`src/rtl/if_fetch_unit.sv`:
```
// Instruction-fetch stage: owns the fetch PC, keeps one bus request outstanding,
// buffers up to two fetched words and applies delay-slot-aware redirects from ID.
module if_fetch_unit #(
    parameter logic [31:0] RESET_PC = 32'hBFC0_0000
) (
    input  logic        clk_i,
    input  logic        rst_i,
    input  logic        id_stall_i,
    input  logic        do_branch_i,
    input  logic [31:0] branch_addr_i,
    input  logic        jump_flag_i,
    input  logic        jr_flag_i,
    input  logic [31:0] jr_target_i,
    input  logic        flush_i,
    input  logic [31:0] flush_pc_i,
    output logic        inst_req_o,
    output logic [31:0] inst_addr_o,
    input  logic        inst_addr_ok_i,
    input  logic        inst_data_ok_i,
    input  logic [31:0] inst_rdata_i,
    output logic        id_valid_o,
    output logic [31:0] id_instr_o,
    output logic [31:0] id_pc_o,
    output logic [31:0] id_pc4_o,
    output logic        if_adel_o
);
    typedef enum logic [1:0] {IDLE, REQ, WAIT} state_t;

    typedef struct packed {
        logic        adel;
        logic [31:0] pc;
        logic [31:0] instr;
    } entry_t;

    state_t      state, state_nx;
    logic [31:0] pc_q, bd_target, addr_q, out_pc4;
    logic        bd_pending, discard, halted, req_q, out_valid, hold_valid;
    entry_t      out_e, hold_e, new_e, out_src;

    logic        consume, misaligned, accept, fill, make_adel, new_valid;
    logic        load_out, load_hold, clear_out, redirect;
    logic [31:0] pc_post, target, jump_target;

    assign consume    = out_valid && !id_stall_i;
    assign misaligned = pc_q[1:0] != 2'b00;
    assign accept     = (state == REQ) && inst_addr_ok_i;
    assign fill       = (state == WAIT) && inst_data_ok_i && !discard;
    assign make_adel  = (state == IDLE) && misaligned && !hold_valid && !halted;
    assign new_valid  = fill || make_adel;

    // Redirects compare against the PC as it will be after this edge's accept.
    assign pc_post     = (accept && !discard) ? (bd_pending ? bd_target : pc_q + 32'd4) : pc_q;
    assign jump_target = {out_pc4[31:28], out_e.instr[25:0], 2'b00};
    assign target      = jr_flag_i ? jr_target_i : (jump_flag_i ? jump_target : branch_addr_i);
    assign redirect    = consume && (jr_flag_i || jump_flag_i || do_branch_i);

    always_comb begin
        new_e.adel  = !fill;
        new_e.pc    = fill ? addr_q : pc_q;
        new_e.instr = fill ? inst_rdata_i : '0;
    end

    always_comb begin
        load_out  = 1'b0;
        load_hold = 1'b0;
        clear_out = 1'b0;
        out_src   = new_e;
        if (consume) begin
            if (hold_valid) begin
                load_out  = 1'b1;
                out_src   = hold_e;
                load_hold = new_valid;
            end else if (new_valid) begin
                load_out = 1'b1;
            end else begin
                clear_out = 1'b1;
            end
        end else if (new_valid) begin
            load_out  = !out_valid;
            load_hold = out_valid;
        end
    end

    always_comb begin
        state_nx = state;
        case (state)
            IDLE:    if (!hold_valid && !misaligned && !flush_i) state_nx = REQ;
            REQ:     if (inst_addr_ok_i) state_nx = WAIT;
            WAIT:    if (inst_data_ok_i) state_nx = IDLE;
            default: state_nx = IDLE;
        endcase
    end

    always_ff @(posedge clk_i or posedge rst_i) begin
        if (rst_i) begin
            state      <= IDLE;
            pc_q       <= RESET_PC;
            req_q      <= 1'b0;
            addr_q     <= '0;
            bd_pending <= 1'b0;
            bd_target  <= '0;
            discard    <= 1'b0;
            halted     <= 1'b0;
            out_valid  <= 1'b0;
            out_e      <= '0;
            out_pc4    <= '0;
            hold_valid <= 1'b0;
            hold_e     <= '0;
        end else begin
            state <= state_nx;
            if (state == IDLE && state_nx == REQ) begin
                req_q  <= 1'b1;
                addr_q <= pc_q;
            end else if (accept) begin
                req_q <= 1'b0;
            end

            if (flush_i) begin
                pc_q       <= flush_pc_i;
                bd_pending <= 1'b0;
                halted     <= 1'b0;
                out_valid  <= 1'b0;
                out_e.adel <= 1'b0;
                hold_valid <= 1'b0;
                discard    <= (state == REQ) || (state == WAIT && !inst_data_ok_i);
            end else begin
                pc_q <= pc_post;
                if (accept && !discard) bd_pending <= 1'b0;
                if (redirect) begin
                    if (pc_post == out_e.pc + 32'd8) begin
                        pc_q <= target;
                    end else if (pc_post == out_e.pc + 32'd4) begin
                        bd_pending <= 1'b1;
                        bd_target  <= target;
                    end
                end
                if (state == WAIT && inst_data_ok_i) discard <= 1'b0;
                if (make_adel) halted <= 1'b1;

                if (load_out) begin
                    out_e     <= out_src;
                    out_pc4   <= out_src.pc + 32'd4;
                    out_valid <= 1'b1;
                end else if (clear_out) begin
                    out_valid  <= 1'b0;
                    out_e.adel <= 1'b0;
                end

                if (load_hold) begin
                    hold_e     <= new_e;
                    hold_valid <= 1'b1;
                end else if (consume) begin
                    hold_valid <= 1'b0;
                end
            end
        end
    end

    assign inst_req_o  = req_q;
    assign inst_addr_o = addr_q;
    assign id_valid_o  = out_valid;
    assign id_instr_o  = out_e.instr;
    assign id_pc_o     = out_e.pc;
    assign id_pc4_o    = out_pc4;
    assign if_adel_o   = out_e.adel;
endmodule

```
`config.mk`:
```
export PLATFORM = sky130hd
export DESIGN_NAME = if_fetch_unit
export DESIGN_NICKNAME = d
export VERILOG_FILES = /design/src/rtl/if_fetch_unit.sv
export SDC_FILE = /design/constraint.sdc
export NUM_CORES = 1
export LEC_CHECK = 0
export BUFFER_PORTS_ARGS = -buffer_cell sky130_fd_sc_hd__buf_4
export CAP_MARGIN = 15
export CORE_MARGIN = 2
export CORE_UTILIZATION = 30
export CTS_BUF_LIST = sky130_fd_sc_hd__clkbuf_4 sky130_fd_sc_hd__clkbuf_8
export DETAILED_ROUTE_END_ITERATION = 8
export GPL_TIMING_DRIVEN = 1
export HOLD_SLACK_MARGIN = 0.03
export PLACE_DENSITY_LB_ADDON = 0.3
export SLEW_MARGIN = 15
export SYNTH_ARGS = -nofsm -noshare
export SYNTH_HDL_FRONTEND = slang
export SYNTH_SLANG_ARGS = --single-unit
```
`constraint.sdc`:
```
create_clock -name clk_i -period 8.67 [get_ports clk_i]
set_input_delay 0.867 -clock clk_i [delete_from_list [all_inputs] [get_ports clk_i]]
set_output_delay 0.867 -clock clk_i [all_outputs]
set_load 0.05 [all_outputs]
```
After elaboration in Yosys (flattened, before gate mapping)
Cells that the tools add are included.
Word-level totals
  input bits: 137
  bits in registers: 266
Operators by class
  mux-type cells: 44
  add/subtract/negate cells: 4
  reduce and logical (&&, ||, !) cells: 36
  bitwise gates (word level): 2
  equal/unequal tests: 5
Operators by type and width (number)
  32-bit 2-to-1 mux: 9
  65-bit 2-to-1 mux: 2
  32-bit by 3-bit adder with 32-bit output (second input constant): 3
  32-bit == test: 2
  32-bit by 4-bit adder with 32-bit output (second input constant): 1
  1-bit 2-to-1 mux: 29
  1-bit logical AND: 13
  1-bit logical NOT: 9
  2-bit nonzero test: 4
  2-bit 2-to-1 mux: 3
  2-bit case mux with 3 select lines: 1
  3-bit nonzero test: 2
  2-bit by 1-bit == test with 1-bit output (second input constant): 2
  1-bit logical OR: 4
  2-bit AND reduction: 2
  4-bit AND reduction: 1
  2-bit == test (second input constant): 1
  2-bit logical NOT: 1
  1-bit inverter: 2

Longest topological paths before layout
  word-level depth: 11
  gate-level depth with buffers: 18

Worst setup path after synthesis
Ideal clock, no wire load.
  path kind: input to register
  start: input port id_stall_i
  end: register out_pc4[22] (netlist: id_pc4_o[22])
  required time: 8.537 ns
  arrival time: 3.907 ns
  path slack: 4.629 ns
  library setup time: 0.133 ns
  stages on the path: 15
  cells stage by stage: nand3b_1 clkbuf_1 clkbuf_1 clkbuf_1 buf_1 nor2_1 a21oi_1 ha_1 o2111ai_1 or3_1 nor2_1 and2_1 nor2b_1 xnor2_1 o21ai_0
RTL lines
  start: declaration: line 8  | input logic id_stall_i,
  end signal: assignment: line 142  | out_pc4 <= out_src.pc + 32'd4;
  end: declaration: line 36  | logic [31:0] pc_q, bd_target, addr_q, out_pc4;

Final worst setup path
  start: register pc_q[5]
  end: register pc_q[2]
Between the ends
  cells in the longest elaborated chain, start to end: 7
Ends and longest elaborated chain
  start: declaration: line 36
  start signal: assignment: line 119  | pc_q <= flush_pc_i;
  start signal: assignment: line 127  | pc_q <= pc_post;
  start signal: assignment: line 131  | pc_q <= target;
  32-bit by 3-bit adder with 32-bit output: line 52  | assign pc_post = (accept && !discard) ? (bd_pending ? bd_target : pc_q + 32'd4) : pc_q;
  32-bit 2-to-1 mux: line 52
  32-bit 2-to-1 mux (*): line 52
  32-bit == test (*): line 130  | if (pc_post == out_e.pc + 32'd8) begin
  32-bit 2-to-1 mux (*): line 130
  32-bit 2-to-1 mux (*): line 129  | if (redirect) begin
  32-bit 2-to-1 mux (*): line 118  | if (flush_i) begin
Mark *: on every way between the ends. The rest lies on a longest branch, timed or not.
A chain may end at the register's enable or synchronous reset.

==> reports/qor.csv <==
metric,value,unit
FP Rows,84,
Root Buffer,clkbuf_8,
via total after detailed routing,14990,
total CTS buffers,51,
Critical Path End Type,flop,
largest net degree at the start of global routing,132,
Post-Synth XOR/XNOR Area,0.05211,
crit path kind,reg -> reg,
pwr dens,331.3,nW/µm²
final hold viol count,0,
period utilization,0.5719,
Internal,3.389,mW
Sw Pwr,3.069,mW
Slowest cell on crit path,nor4_1,
Flop pwr share,0.343,
CP peak stage delay,0.73,ns
Starting Density,0.3031,
fmax,0.2017,GHz
DP HPWL,45.66,mm
"Avg Cell Area, Syn",8.836,µm²
htree depth,2,
Worst Path Required,9.14,ns
Mapped Area,15900,µm²
"Cell Area, Placed",18340,µm²
Min Hold Slack,0.3977,ns
final setup margin,3.711,ns
internal reg-to-reg setup slack,3.71,ns
Placeable Area,52450,µm²
Async SR Flop Fraction,1.000,
Routed Wire Length,61.66,mm
prevailing post-synth register cell,dfrtp_1,
endpoints failing setup,0,
CTS tree,yes,
Worst Reg2Reg Path Length in Cells,11,
GRT Residual Overflow,0,
r2r startpoint,pc_q[5]$_DFF_PP0_,
worst path arrival time,5.43,ns
Max clock buf depth,3,
Post-CTS Hold Fix Bufs,0,
Comb power frac,0.440,
post-synthesis cell count,1799,
syn nets,1940,
Yosys top cell by area,dfrtp_1,
CP Cell Sequence,nand4_1 -> nor4_1 -> a21o_1 -> o211ai_1 -> xor2_1 -> a2111o_1 -> or4_4 -> nor4_4 -> buf_4 -> and2_1 -> a221oi_1,
post-CTS setup buffers,0,
largest cells by area after synthesis,"dfrtp_1 (40%), nand2_1 (5.8%), o21ai_0 (5.5%)",
global-route wire length before repair,92.72,mm
total negative setup slack,0,ns
"delay-heaviest family, CP",simple AND/OR/NAND/NOR gates,
clock share of power,0.217,
Slew HR,0.2593,
vias in the first global route,14610,
# DRC,0,
sw frac,0.4752,
Post-Synth Simple-Gate Area,0.2014,
Sink Count,264,
clk_skew,0.03841,ns
worst hold path class,in -> async,
Die Y,234.2,µm
Die Wd,234.2,µm
CTS resizes,0,
Pre-antenna DRT Iters,7,
"commonest non-fill, non-tap cells in the layout","buf_4 (287), dfrtp_1 (255), nand2_1 (246)",
Post-synth EDFFs,0,
"Max FO, Critical Path",60,
Yosys warnings,0,
largest family of logic cells by synthesized area,simple AND/OR/NAND/NOR gates,
Compound-Gate Fraction of Synth Area,0.1925,
initial antenna violation count,1,
"Distinct cells, synth",83,
Post-Synth Adder-Cell Area,0.003149,
RSZ-0062 raised after global routing,no,
routed vias/inst,5.520,
total track usage,0.2221,
post-route cell area,19490,µm²
outcome,"finished, final reports clean",
P_leak,8.460,nW
Place WS,3.393,ns
clk_lat worst skew,0.65,ns
post-synthesis sequential area ratio,0.4163,
Least-Margin Pin Slew,1.111,ns
"Reg clk slew, reported paths",0.06,ns
max-cap viol count,0,
synth-to-layout area growth,22.63,%
share of layout cells above drive strength 1,0.2363,
mux share of post-synthesis cell area,0.08855,
Worst setup SP type,flop,
Yosys reg bits,264,
post-route ant nets,0,
FF-to-FF End,pc_q[2]$_DFF_PP0_,
I/O pins,268,
Final #Nets,2128,
Final GP Congestion,0.9642,
min Tclk post-route,4.959,ns
# port buffers,267,
crit path buf inv count,1,
peak supply drop,0.2417,mV
"leading cell type in the layout, fill and taps excluded",buf_4,
Wirelength per Cell,22.70,µm
die area,54840,µm²
Yosys top cell area share,0.4014,
Slew Limit Fails,0,
Initial DRC Count,1301,
==> synthesized netlist by cell type (37+ instances only) <==
library cell and n:
xnor2_1 42, mux2i_1 81, nor3_1 37, xor2_1 42, a21oi_1 56, o21ai_0 176
dfrtp_1 255, clkbuf_1 108, mux2_2 53, nand3_1 77, nor2_1 120, a31oi_1 65
nand2_1 247
==> per-stage QoR <==
stage / utilization / power, mW / cells
2_1_floorplan: - / 4.004 / 1799
3_5_place_dp: 0.3498 / 5.089 / 2622
5_1_grt: 0.3717 / 6.810 / 2716
4_1_cts: 0.3716 / 6.516 / 2715
3_3_place_gp: 0.3498 / 5.051 / 2622
6_report: 0.3717 / 6.458 / 2716
==> worst register-to-register path, cell delays in order (launching register included) <==
cell and delay [ns]:
dfrtp_1 0.72, nand4_1 0.48, nor4_1 0.73, a21o_1 0.25
o211ai_1 0.25, xor2_1 0.25, a2111o_1 0.34, or4_4 0.54
nor4_4 0.14, buf_4 0.56, and2_1 0.42, a221oi_1 0.11
==> logic make-up (layout without fill, tap and decap cells) <==
| kind of cell | after synthesis | after routing |
|---|---|---|
| and+or+nand+nor | 664 | 664 |
| AOI/OAI and AO/OA | 467 | 467 |
| DFF | 264 | 264 |
| buffers and inverters | 178 | 406 |
| muxes | 134 | 134 |
| xor gates and xnor gates | 88 | 88 |
| adders and majority gates | 4 | 4 |
| other | 0 | 1 |
==> metal layers <==
layer,share of wire,vias to the layer above,GRT usage
met5,0,-,0
met4,0.028,0,0.07456
met2,0.47,535,0.3606
li1,-,6898,-
met1,0.43,7449,0.2935
met3,0.066,111,0.04657
==> power by group through the flow <==
| stage | clock (mW) | sequential (mW) | combinational, mW |
|---|---|---|---|
| 5_1_grt | 1.49 | 2.27 | 3.05 |
| 4_1_cts | 1.44 | 2.22 | 2.86 |
| 3_5_place_dp | 0 | 2.23 | 2.85 |
| 2_1_floorplan | 0 | 2.92 | 1.08 |
| 3_3_place_gp | 0 | 2.22 | 2.83 |
| 6_report | 1.40 | 2.21 | 2.84 |
==> cell type report <==
type	instances	area [µm²]
flip-flops and latches	264	6618
fillers	5341	32950
inverters	26	105.1
multi-input cells	1357	8606
repair buffers	287	2155
clock buffers	79	955.9
diodes	1	2.502
clock inverters	14	190.2
well taps	688	860.8
==> sequential cells by signal, summed over array words and instances, names as in the netlist <==
register     flops
hold_valid       1
if_adel_o        1
pc_q            32
id_instr_o      32
state            2
hold_e          65
bd_pending       1
id_pc4_o        32
id_valid_o       1
bd_target       32
halted           1
discard          1
id_pc_o         30
inst_addr_o     32
inst_req_o       1
==> how the worst max path moves through the flow <==
| stage | from | endpoint | slack [ns] | cells past startpoint |
|---|---|---|---|---|
| 6_report | pc_q[5]$_DFF_PP0_ | pc_q[2]$_DFF_PP0_ | 3.71 | 11 |
| 4_1_cts | pc_q[5]$_DFF_PP0_ | pc_q[12]$_DFF_PP0_ | 3.79 | 11 |
| 3_5_place_dp | inst_addr_ok_i | pc_q[2]$_DFF_PP0_ | 3.39 | 12 |
| 5_1_grt | pc_q[15]$_DFF_PP0_ | bd_target[4]$_DFFE_PP0P_ | 3.50 | 11 |
| 2_1_floorplan | rst_i | bd_pending$_DFF_PP0_ | 0.55 | 1 |
| 3_3_place_gp | inst_addr_ok_i | pc_q[2]$_DFF_PP0_ | 3.47 | 12 |
Note: power is estimated with default switching activity, not from simulation.
